### config.mk
export PLATFORM = sky130hd
export DESIGN_NAME = word_serializer
export DESIGN_NICKNAME = d
export VERILOG_FILES = /design/src/rtl/word_serializer.sv
export SDC_FILE = /design/constraint.sdc
export NUM_CORES = 1
export LEC_CHECK = 0
export ABC_AREA = 0
export CELL_PAD_IN_SITES_DETAIL_PLACEMENT = 2
export CELL_PAD_IN_SITES_GLOBAL_PLACEMENT = 2
export CORE_MARGIN = 5
export CORE_UTILIZATION = 33
export CTS_CLUSTER_SIZE = 20
export DETAILED_ROUTE_END_ITERATION = 10
export DONT_BUFFER_PORTS = 1
export GPL_ROUTABILITY_DRIVEN = 0
export PLACE_DENSITY = 0.84
export SYNTH_ARGS = -nofsm -noshare
export SYNTH_HDL_FRONTEND = slang
export SYNTH_SLANG_ARGS = --single-unit
export TNS_END_PERCENT = 20
### constraint.sdc
create_clock -name clk_i -period 1.8 [get_ports clk_i]
set_clock_uncertainty 0.2 [all_clocks]
set_input_delay 0.18 -clock clk_i [delete_from_list [all_inputs] [get_ports clk_i]]
set_output_delay 0.18 -clock clk_i [all_outputs]
set_load 0.005 [all_outputs]
### src/rtl/word_serializer.sv
// Parallel-to-serial transmitter: takes one word per valid/ready handshake and
// shifts it out at a programmable bit period with frame, strobe and done marks.
module word_serializer #(
    parameter int WIDTH     = 16,
    parameter int DIV_W     = 8,
    parameter bit MSB_FIRST = 1'b1
) (
    input  logic             clk_i,
    input  logic             rst_i,
    input  logic [WIDTH-1:0] data_i,
    input  logic             valid_i,
    output logic             ready_o,
    input  logic [DIV_W-1:0] div_i,
    output logic             sdata_o,
    output logic             sstrobe_o,
    output logic             frame_o,
    output logic             done_o
);

    localparam int BIT_W = $clog2(WIDTH);
    localparam logic [BIT_W-1:0] LAST_BIT = BIT_W'(WIDTH - 1);

    typedef enum logic {
        IDLE  = 1'b0,
        SHIFT = 1'b1
    } state_e;

    // Handshake: a word is accepted on a rising edge where valid_i and ready_o
    // are both high and rst_i is low; ready_o depends on the state flop only.
    state_e             state_q,   state_d;
    logic [WIDTH-1:0]   shreg_q,   shreg_d;
    logic [DIV_W-1:0]   period_q,  period_d;
    logic [DIV_W-1:0]   div_cnt_q, div_cnt_d;
    logic [BIT_W-1:0]   bit_cnt_q, bit_cnt_d;
    logic               sdata_q,   sdata_d;
    logic               sstrobe_q, sstrobe_d;
    logic               frame_q,   frame_d;
    logic               done_q,    done_d;

    always_comb begin
        state_d   = state_q;
        shreg_d   = shreg_q;
        period_d  = period_q;
        div_cnt_d = div_cnt_q;
        bit_cnt_d = bit_cnt_q;

        case (state_q)
            IDLE: begin
                if (valid_i) begin
                    shreg_d   = data_i;
                    period_d  = div_i;
                    div_cnt_d = '0;
                    bit_cnt_d = '0;
                    state_d   = SHIFT;
                end
            end
            SHIFT: begin
                if (div_cnt_q == period_q) begin
                    div_cnt_d = '0;
                    shreg_d   = MSB_FIRST ? {shreg_q[WIDTH-2:0], 1'b0}
                                          : {1'b0, shreg_q[WIDTH-1:1]};
                    if (bit_cnt_q == LAST_BIT) begin
                        state_d = IDLE;
                    end else begin
                        bit_cnt_d = bit_cnt_q + BIT_W'(1);
                    end
                end else begin
                    div_cnt_d = div_cnt_q + DIV_W'(1);
                end
            end
            default: state_d = IDLE;
        endcase

        // Outputs are registered from next-state values so they line up with
        // the state they describe in the following cycle.
        frame_d   = (state_d == SHIFT);
        sdata_d   = frame_d & (MSB_FIRST ? shreg_d[WIDTH-1] : shreg_d[0]);
        sstrobe_d = frame_d && (div_cnt_d == '0);
        done_d    = (state_q == SHIFT) && (state_d == IDLE);
    end

    always_ff @(posedge clk_i) begin
        if (rst_i) begin
            state_q   <= IDLE;
            shreg_q   <= '0;
            period_q  <= '0;
            div_cnt_q <= '0;
            bit_cnt_q <= '0;
            sdata_q   <= 1'b0;
            sstrobe_q <= 1'b0;
            frame_q   <= 1'b0;
            done_q    <= 1'b0;
        end else begin
            state_q   <= state_d;
            shreg_q   <= shreg_d;
            period_q  <= period_d;
            div_cnt_q <= div_cnt_d;
            bit_cnt_q <= bit_cnt_d;
            sdata_q   <= sdata_d;
            sstrobe_q <= sstrobe_d;
            frame_q   <= frame_d;
            done_q    <= done_d;
        end
    end

    assign ready_o   = (state_q == IDLE);
    assign sdata_o   = sdata_q;
    assign sstrobe_o = sstrobe_q;
    assign frame_o   = frame_q;
    assign done_o    = done_q;

endmodule

==> results of run 1 <==
[state kept, by name, indices dropped and copies added, names as in the netlist]
name       count
shreg_q       16
div_cnt_q      8
period_q       8
bit_cnt_q      4
done_o         1
frame_o        1
sdata_o        1
sstrobe_o      1
[final cells by class]
| class | count | share of cell area (%) |
|---|---|---|
| multi-input cells | 160 | 41.42 |
| flip-flops and latches | 40 | 30.27 |
| repair buffers | 58 | 19.96 |
| well taps | 72 | 3.374 |
| clock buffers | 6 | 3.093 |
| clock inverters | 2 | 1.453 |
| inverters | 3 | 0.4217 |
[metrics by stage]
stage               instance area [sq um]  total power [uW]  worst slack [ns]  utilization, %  setup TNS, ns
global route                         2670              2321           -0.2635           48.79         -5.119
finish                               2670              2240           -0.1557           48.79         -2.402
global placement                     2081              1240          -0.05264           38.02        -0.1314
detailed placement                   2081              1256          -0.09873           38.02        -0.7527
CTS                                  2601              2179          -0.07958           47.53         -1.021
floorplan                            1868              1162          -0.02938               -       -0.08987
[power groups by stage]
| stage | Combinational (uW) | Sequential (uW) | Clock [uW] |
|---|---|---|---|
| after floorplan | 192 | 970 | 0 |
| after global placement | 265 | 975 | 0 |
| after detailed placement | 277 | 979 | 0 |
| after CTS | 404 | 966 | 809 |
| after global routing | 476 | 978 | 866 |
| final | 443 | 974 | 822 |
[timing repair]
item | CTS | global route
hold buffers | 27 | 0
setup endpoints to repair | 30 | 31
pin swaps | 7 | 4
endpoints found under the hold margin | 39 | 0
resized for setup | 22 | 14
buffers inserted | 3 | 0
cloned | 1 | 0
[worst max-delay path, stage by stage (launching register included)]
cell and delay (ns):
dfxtp_2 0.37, xor2_2 0.18, nor4_4 0.37, buf_4 0.20, a31oi_4 0.13, a221oi_2 0.31, nor2_1 0.09
[kinds of logic after synthesis]
family | Yosys count | share of synthesized area, %
flip-flops | 40 | 43.21
buffers and inverters | 21 | 4.929
adder cells (fa/ha/maj) | 2 | 1.350
multiplexers | 1 | 0.5402
AND/OR/NAND/NOR | 81 | 22.96
XOR/XNOR | 12 | 5.672
AO/OA/AOI/OAI | 64 | 21.34
[worst max-delay path by stage]
stage	from	slack [ns]	depth (start not counted)	end
global placement	div_cnt_q[3]	-0.05	6	sdata_o
CTS	period_q[2]	-0.08	6	shreg_q[15]
floorplan	div_cnt_q[2]	-0.03	6	sdata_o
finish	div_cnt_q[1]	-0.16	6	sdata_o
detailed placement	div_cnt_q[1]	-0.1	7	sstrobe_o
global route	period_q[1]	-0.26	6	sdata_o
[synthesized netlist by cell type (3+ instances only)]
| master | count |
|---|---|
| and3_1 | 3 |
| nor2_1 | 11 |
| nor3b_1 | 5 |
| and2_1 | 3 |
| a21oi_1 | 31 |
| nand2_1 | 35 |
| nand3_1 | 4 |
| xor2_1 | 10 |
| inv_1 | 3 |
| a22oi_1 | 14 |
| nand4_1 | 4 |
| dfxtp_1 | 40 |
| nor3_1 | 5 |
| clkbuf_1 | 9 |
| o21ai_0 | 5 |
| buf_2 | 6 |
| a31oi_1 | 5 |
[metal layers]
metal | GRT usage, % | vias to the layer above | share of wire, %
met1 | 29.11 | 970 | 43
li1 | - | 875 | -
met3 | 4.757 | 29 | 4.2
met4 | 11.22 | 0 | 4.7
met5 | 0 | - | 0
met2 | 40.78 | 71 | 48
==> key figures, run 1 <==
Worst setup path
  • Critical R2R Capture: sdata_o
  • Crit path required time: 1.79 ns
  • Flop-to-flop setup slack: -0.16 ns
  • Critical R2R Launch: div_cnt_q[1]
  • CP Capture Type: flop
  • Crit path DAT: between 1.5 and 2 ns
  • Setup CP Type: flop to flop
  • Crit-path max FO: 4
  • Reg2Reg Depth: 6
  • Type of origin of the critical path: flop

Die
  • # IOs: 32
  • Die Y: 84.94 um
  • Die span in x: 84.94 um
  • Die Footprint: 7214 sq um
  • FP Rows: 27
  • Core box area: between 5000 and 6000 sq um
  • Initial core utilization: about a third

Layout
  • Most frequent cells in the layout: dfxtp_1, nand2_1, a21oi_1, buf_4, dlygate4sd3_1
  • Fraction of layout cells with a size suffix above 1: 26.77%
  • Fillcell total: between 500 and 600
  • Finished Layout Cells: between 300 and 400
  • Nets: 297
  • Multi-input gate area: 1106 sq um
  • Register area: approximately 810 sq um
  • Antenna cells: 0
  • Most common cell after layout, fill and taps aside: dfxtp_1
  • Area grow syn2layout: 44.09%

CTS
  • Clock Latency Late Sink: just over 0.3 ns
  • Root Driver: clkbuf_8
  • CTS Sinks: 40
  • CTS tree: yes
  • H-tree depth: 2
  • CTS buffer count: 5
  • CTS Buffer Depth: 2
  • CTS clk-pin slew, worst paths: roughly 0.09 ns

STA
  • Final setup viols: 26
  • Final Slew Violations: 0
  • Highest Clock Rate: 511.3 MHz
  • Final setup margin: -0.1557 ns
  • Fin crit share: 108.6%
  • RSZ-0062 raised after global routing: true
  • Final Hold Fails: 0
  • Worst hold slack: roughly 0.0089 ns
  • Slew @ Worst Pin: 0.5296 ns
  • Slew headroom: between 60% and 70%
  • Tmin final: 1.956 ns

Power
  • Internal cell power: 1586 uW
  • IR drop worst, VDD: 774.9 uV
  • Combinational share of power: 19.8%
  • P_leak: between 0.001 and 0.0015 uW
  • Clock Power Share: between 30% and 40%
  • Pwr/cell area: approximately 840 nW/um^2
  • Sequential share of power: a little over two fifths
  • Sw Share: 29.19%
  • Psw: 653.8 uW

Worst hold path
  • WHS Path Cells: 3
  • Worst min-delay path class: input port to flop
  • Hold Crit Start: valid_i
  • Worst Hold Path EP: bit_cnt_q[0]

Yosys
  • Number of synthesized flops with an enable pin: 0
  • Top-area cell type share of the netlist area: 43.21%
  • Top FF cell, synth: dfxtp_1
  • Seq/Total Area, Yosys: a little over two fifths
  • Ys async rst share: 0%
  • Synth warnings: 0
  • Area leader, netlist: dfxtp_1
  • Post-Syn Instances: 221
  • Post-Syn Area: between 1500 and 2000 sq um
  • Post-synth cell types: 40
  • Post-Syn Nets: 250
  • Area contributors post-synth: dfxtp_1, a21oi_1, nand2_1, a22oi_1, xor2_1
  • Flops & latches, synth: 40
  • Mean Syn Cell Area: 8.385 sq um

Routing
  • Initial DRC Count: approximately 130
  • Drt wl/cell: 25.00 um
  • Drt drc: 0
  • Routed Wire Length: about 8500 um
  • Vias: slightly below 2,000
  • Pre-Repair DR Iteration Count: 4
  • Via density per instance: between 5 and 6
  • Number of routed nets with antenna violations: 0

Outcome
  • Failing checks: setup timing
  • Status: complete, but fails checks

Placed design
  • Final HPWL DP: about 4100 um
  • Placed insts: slightly above 300
  • Port bufs: 0

Global routing
  • Total GRT Usage: approximately a quarter
  • Initial antenna violation count: 0
  • First-pass GRT wire length: 13,070 um
  • Pin count of the biggest net entering global routing: 36
  • GRT Residual Overflow: 0
  • Vias in the first global route: roughly 2,200

Run
  • Max Cap Violations: 0
(Power assumes the default switching activity.)
==> run 2: changes to the inputs <==
--- a/config.mk
+++ b/config.mk
@@ -9,12 +9,15 @@
 export CELL_PAD_IN_SITES_DETAIL_PLACEMENT = 2
 export CELL_PAD_IN_SITES_GLOBAL_PLACEMENT = 2
 export CORE_MARGIN = 5
-export CORE_UTILIZATION = 33
+export CORE_UTILIZATION = 35
+export CTS_BUF_LIST = sky130_fd_sc_hd__clkbuf_4 sky130_fd_sc_hd__clkbuf_8
 export CTS_CLUSTER_SIZE = 20
 export DETAILED_ROUTE_END_ITERATION = 10
 export DONT_BUFFER_PORTS = 1
 export GPL_ROUTABILITY_DRIVEN = 0
-export PLACE_DENSITY = 0.84
+export PLACE_DENSITY = 0.87
+export REMOVE_ABC_BUFFERS = 1
+export SLEW_MARGIN = 25
 export SYNTH_ARGS = -nofsm -noshare
 export SYNTH_HDL_FRONTEND = slang
 export SYNTH_SLANG_ARGS = --single-unit
==> key figures, run 2 (synthesized netlist as in run 1, its figures left out) <==
Worst setup path
  • CP cell instances: xor2_2, nor4_4, and3_4, buf_12, buf_16, nand3_1, a21oi_1
  • Reg2Reg Depth: 7
  • Crit path required time: between 1.5 and 2 ns
  • Crit-path max cell delay: 0.37 ns
  • WP buf/inv: 2
  • Slowest CP cell: nor4_4
  • Crit-path max FO: 5
  • Crit path DAT: ~2.1 ns
  • Flop-to-flop setup slack: -0.25 ns
  • CP top delay family: simple AND/OR/NAND/NOR gates
  • Critical R2R Launch: period_q[5]
  • Critical R2R Capture: bit_cnt_q[1]
  • Type of origin of the critical path: flop
  • CP Capture Type: flop
  • Setup CP Type: flop to flop

STA
  • Highest Clock Rate: approximately 490 MHz
  • RSZ-0062 raised after global routing: true
  • Fin crit share: 114.0%
  • Worst hold slack: -0.0006443 ns
  • Final Hold Fails: 1
  • Slew headroom: around 66%
  • Final setup margin: -0.2522 ns
  • Final setup viols: 31
  • Final Slew Violations: 0
  • Tmin final: between 2 and 2.5 ns
  • Slew @ Worst Pin: between 0.5 and 0.6 ns

Layout
  • Register area: a little over 800 sq um
  • Antenna cells: 0
  • Max reg flops: 16
  • Multi-input gate area: 1250 sq um
  • Fillcell total: roughly 510
  • Register with the most flip-flops: shreg_q
  • Fraction of layout cells with a size suffix above 1: between 30% and 40%
  • Most frequent cells in the layout: nand2_1, dfxtp_1, dlygate4sd3_1, buf_4, a21oi_1
  • Area grow syn2layout: 54.76%
  • Biggest regs: shreg_q: 16 flops, div_cnt_q: 8 flops, period_q: 8 flops
  • Nets: 300
  • Most common cell after layout, fill and taps aside: nand2_1

Worst hold path
  • WHS Path Cells: 3
  • Hold Crit Start: valid_i
  • Worst Hold Path EP: bit_cnt_q[0]
  • Worst min-delay path class: input port to flop

Power
  • P_leak: 0.001069 uW
  • IR drop worst, VDD: 408.6 uV
  • Pwr/cell area: roughly 760 nW/um^2

CTS
  • H-tree depth: 2
  • CTS Buffer Depth: 2
  • CTS Sinks: 40
  • Clock Latency Late Sink: ~0.31 ns
  • CTS clk-pin slew, worst paths: roughly 0.080 ns
  • CTS buffer count: 5
  • CTS tree: yes
  • Root Driver: clkbuf_8

Die
  • Die Y: slightly above 80 um
  • Die span in x: roughly 83 um
  • Core box area: 5140 sq um
  • Die Footprint: between 6000 and 7000 sq um
  • # IOs: 32
  • Initial core utilization: between 30% and 40%
  • FP Rows: 26

Routing
  • Pre-Repair DR Iteration Count: 4
  • Drt wl/cell: approximately 30 um
  • Vias: 2,049
  • Number of routed nets with antenna violations: 0
  • Drt drc: 0
  • Initial DRC Count: just over 90
  • Routed Wire Length: between 9000 and 10,000 um
  • Via density per instance: about 6

Global routing
  • Pin count of the biggest net entering global routing: 36
  • GRT Residual Overflow: 0
  • First-pass GRT wire length: approximately 12,000 um
  • Initial antenna violation count: 0
  • Vias in the first global route: about 2,100
  • Total GRT Usage: 25.57%

Placed design
  • Final HPWL DP: 4326 um
  • Worst Setup Slack post-DPL: -0.1670 ns
  • Port bufs: 0

Outcome
  • Status: complete, but fails checks
  • Failing checks: hold timing, setup timing

Run
  • Max Cap Violations: 0
==> run 2: worst max path at each step <==
stage                             from      endpoint  slack [ns]  cells after the start
after floorplan                frame_o       sdata_o       -0.69                      4
after global placement     period_q[5]     sstrobe_o       -0.07                      6
after detailed placement   period_q[5]  div_cnt_q[1]       -0.17                      6
after CTS                 div_cnt_q[6]    shreg_q[4]       -0.08                      7
after global routing       period_q[5]  bit_cnt_q[1]       -0.30                      7
final                      period_q[5]  bit_cnt_q[1]       -0.25                      7
==> run 2: worst register-to-register path, stage by stage, from the launching register on <==
cell     delay (ns)
dfxtp_2        0.35
xor2_2         0.19
nor4_4         0.37
and3_4         0.32
buf_12         0.12
buf_16         0.11
nand3_1        0.10
a21oi_1        0.20
==> run 2: final cells by class <==
class                   count  area share [%]
multi-input cells         160           43.59
clock inverters             3          0.6545
well taps                  70           3.054
repair buffers             61           21.34
inverters                   3          0.3927
clock buffers               5           2.400
flip-flops and latches     40           28.58
==> run 2: power by group <==
part	total (uW)	switching, uW	internal (uW)	leakage (uW)
logic	541	294	247	0.000688
clock network	642	371	271	0.0000479
registers	983	53.5	930	0.000333
==> run 2: routing by layer <==
layer	global-route usage, %	up-vias	part of all wire [%]
met4	9.804	0	3.7
met3	8.894	29	4.6
met1	28.96	1054	40
met2	43.99	83	52
li1	-	883	-
met5	0	-	0
==> run 2: metrics by stage <==
stage | power, uW | cells | TNS (ns) | instance area (sq um) | utilization [%]
2_1_floorplan | 1129 | 203 | -11.37 | 1773 | -
3_3_place_gp | 1236 | 300 | -0.1939 | 2078 | 40.43
3_5_place_dp | 1259 | 300 | -1.354 | 2078 | 40.43
4_1_cts | 1984 | 316 | -1.040 | 2466 | 47.98
5_1_grt | 2241 | 342 | -5.676 | 2868 | 55.79
6_report | 2167 | 342 | -3.886 | 2868 | 55.79
==> run 2: repair_timing <==
action / 4_1_cts / 5_1_grt
cloned: 2 / 0
pin swaps: 15 / 16
hold buffers: 1 / 26
setup buffers: 5 / 1
endpoints found under the hold margin: 38 / 40
resized for setup: 41 / 37
endpoints found under the setup margin: 29 / 40
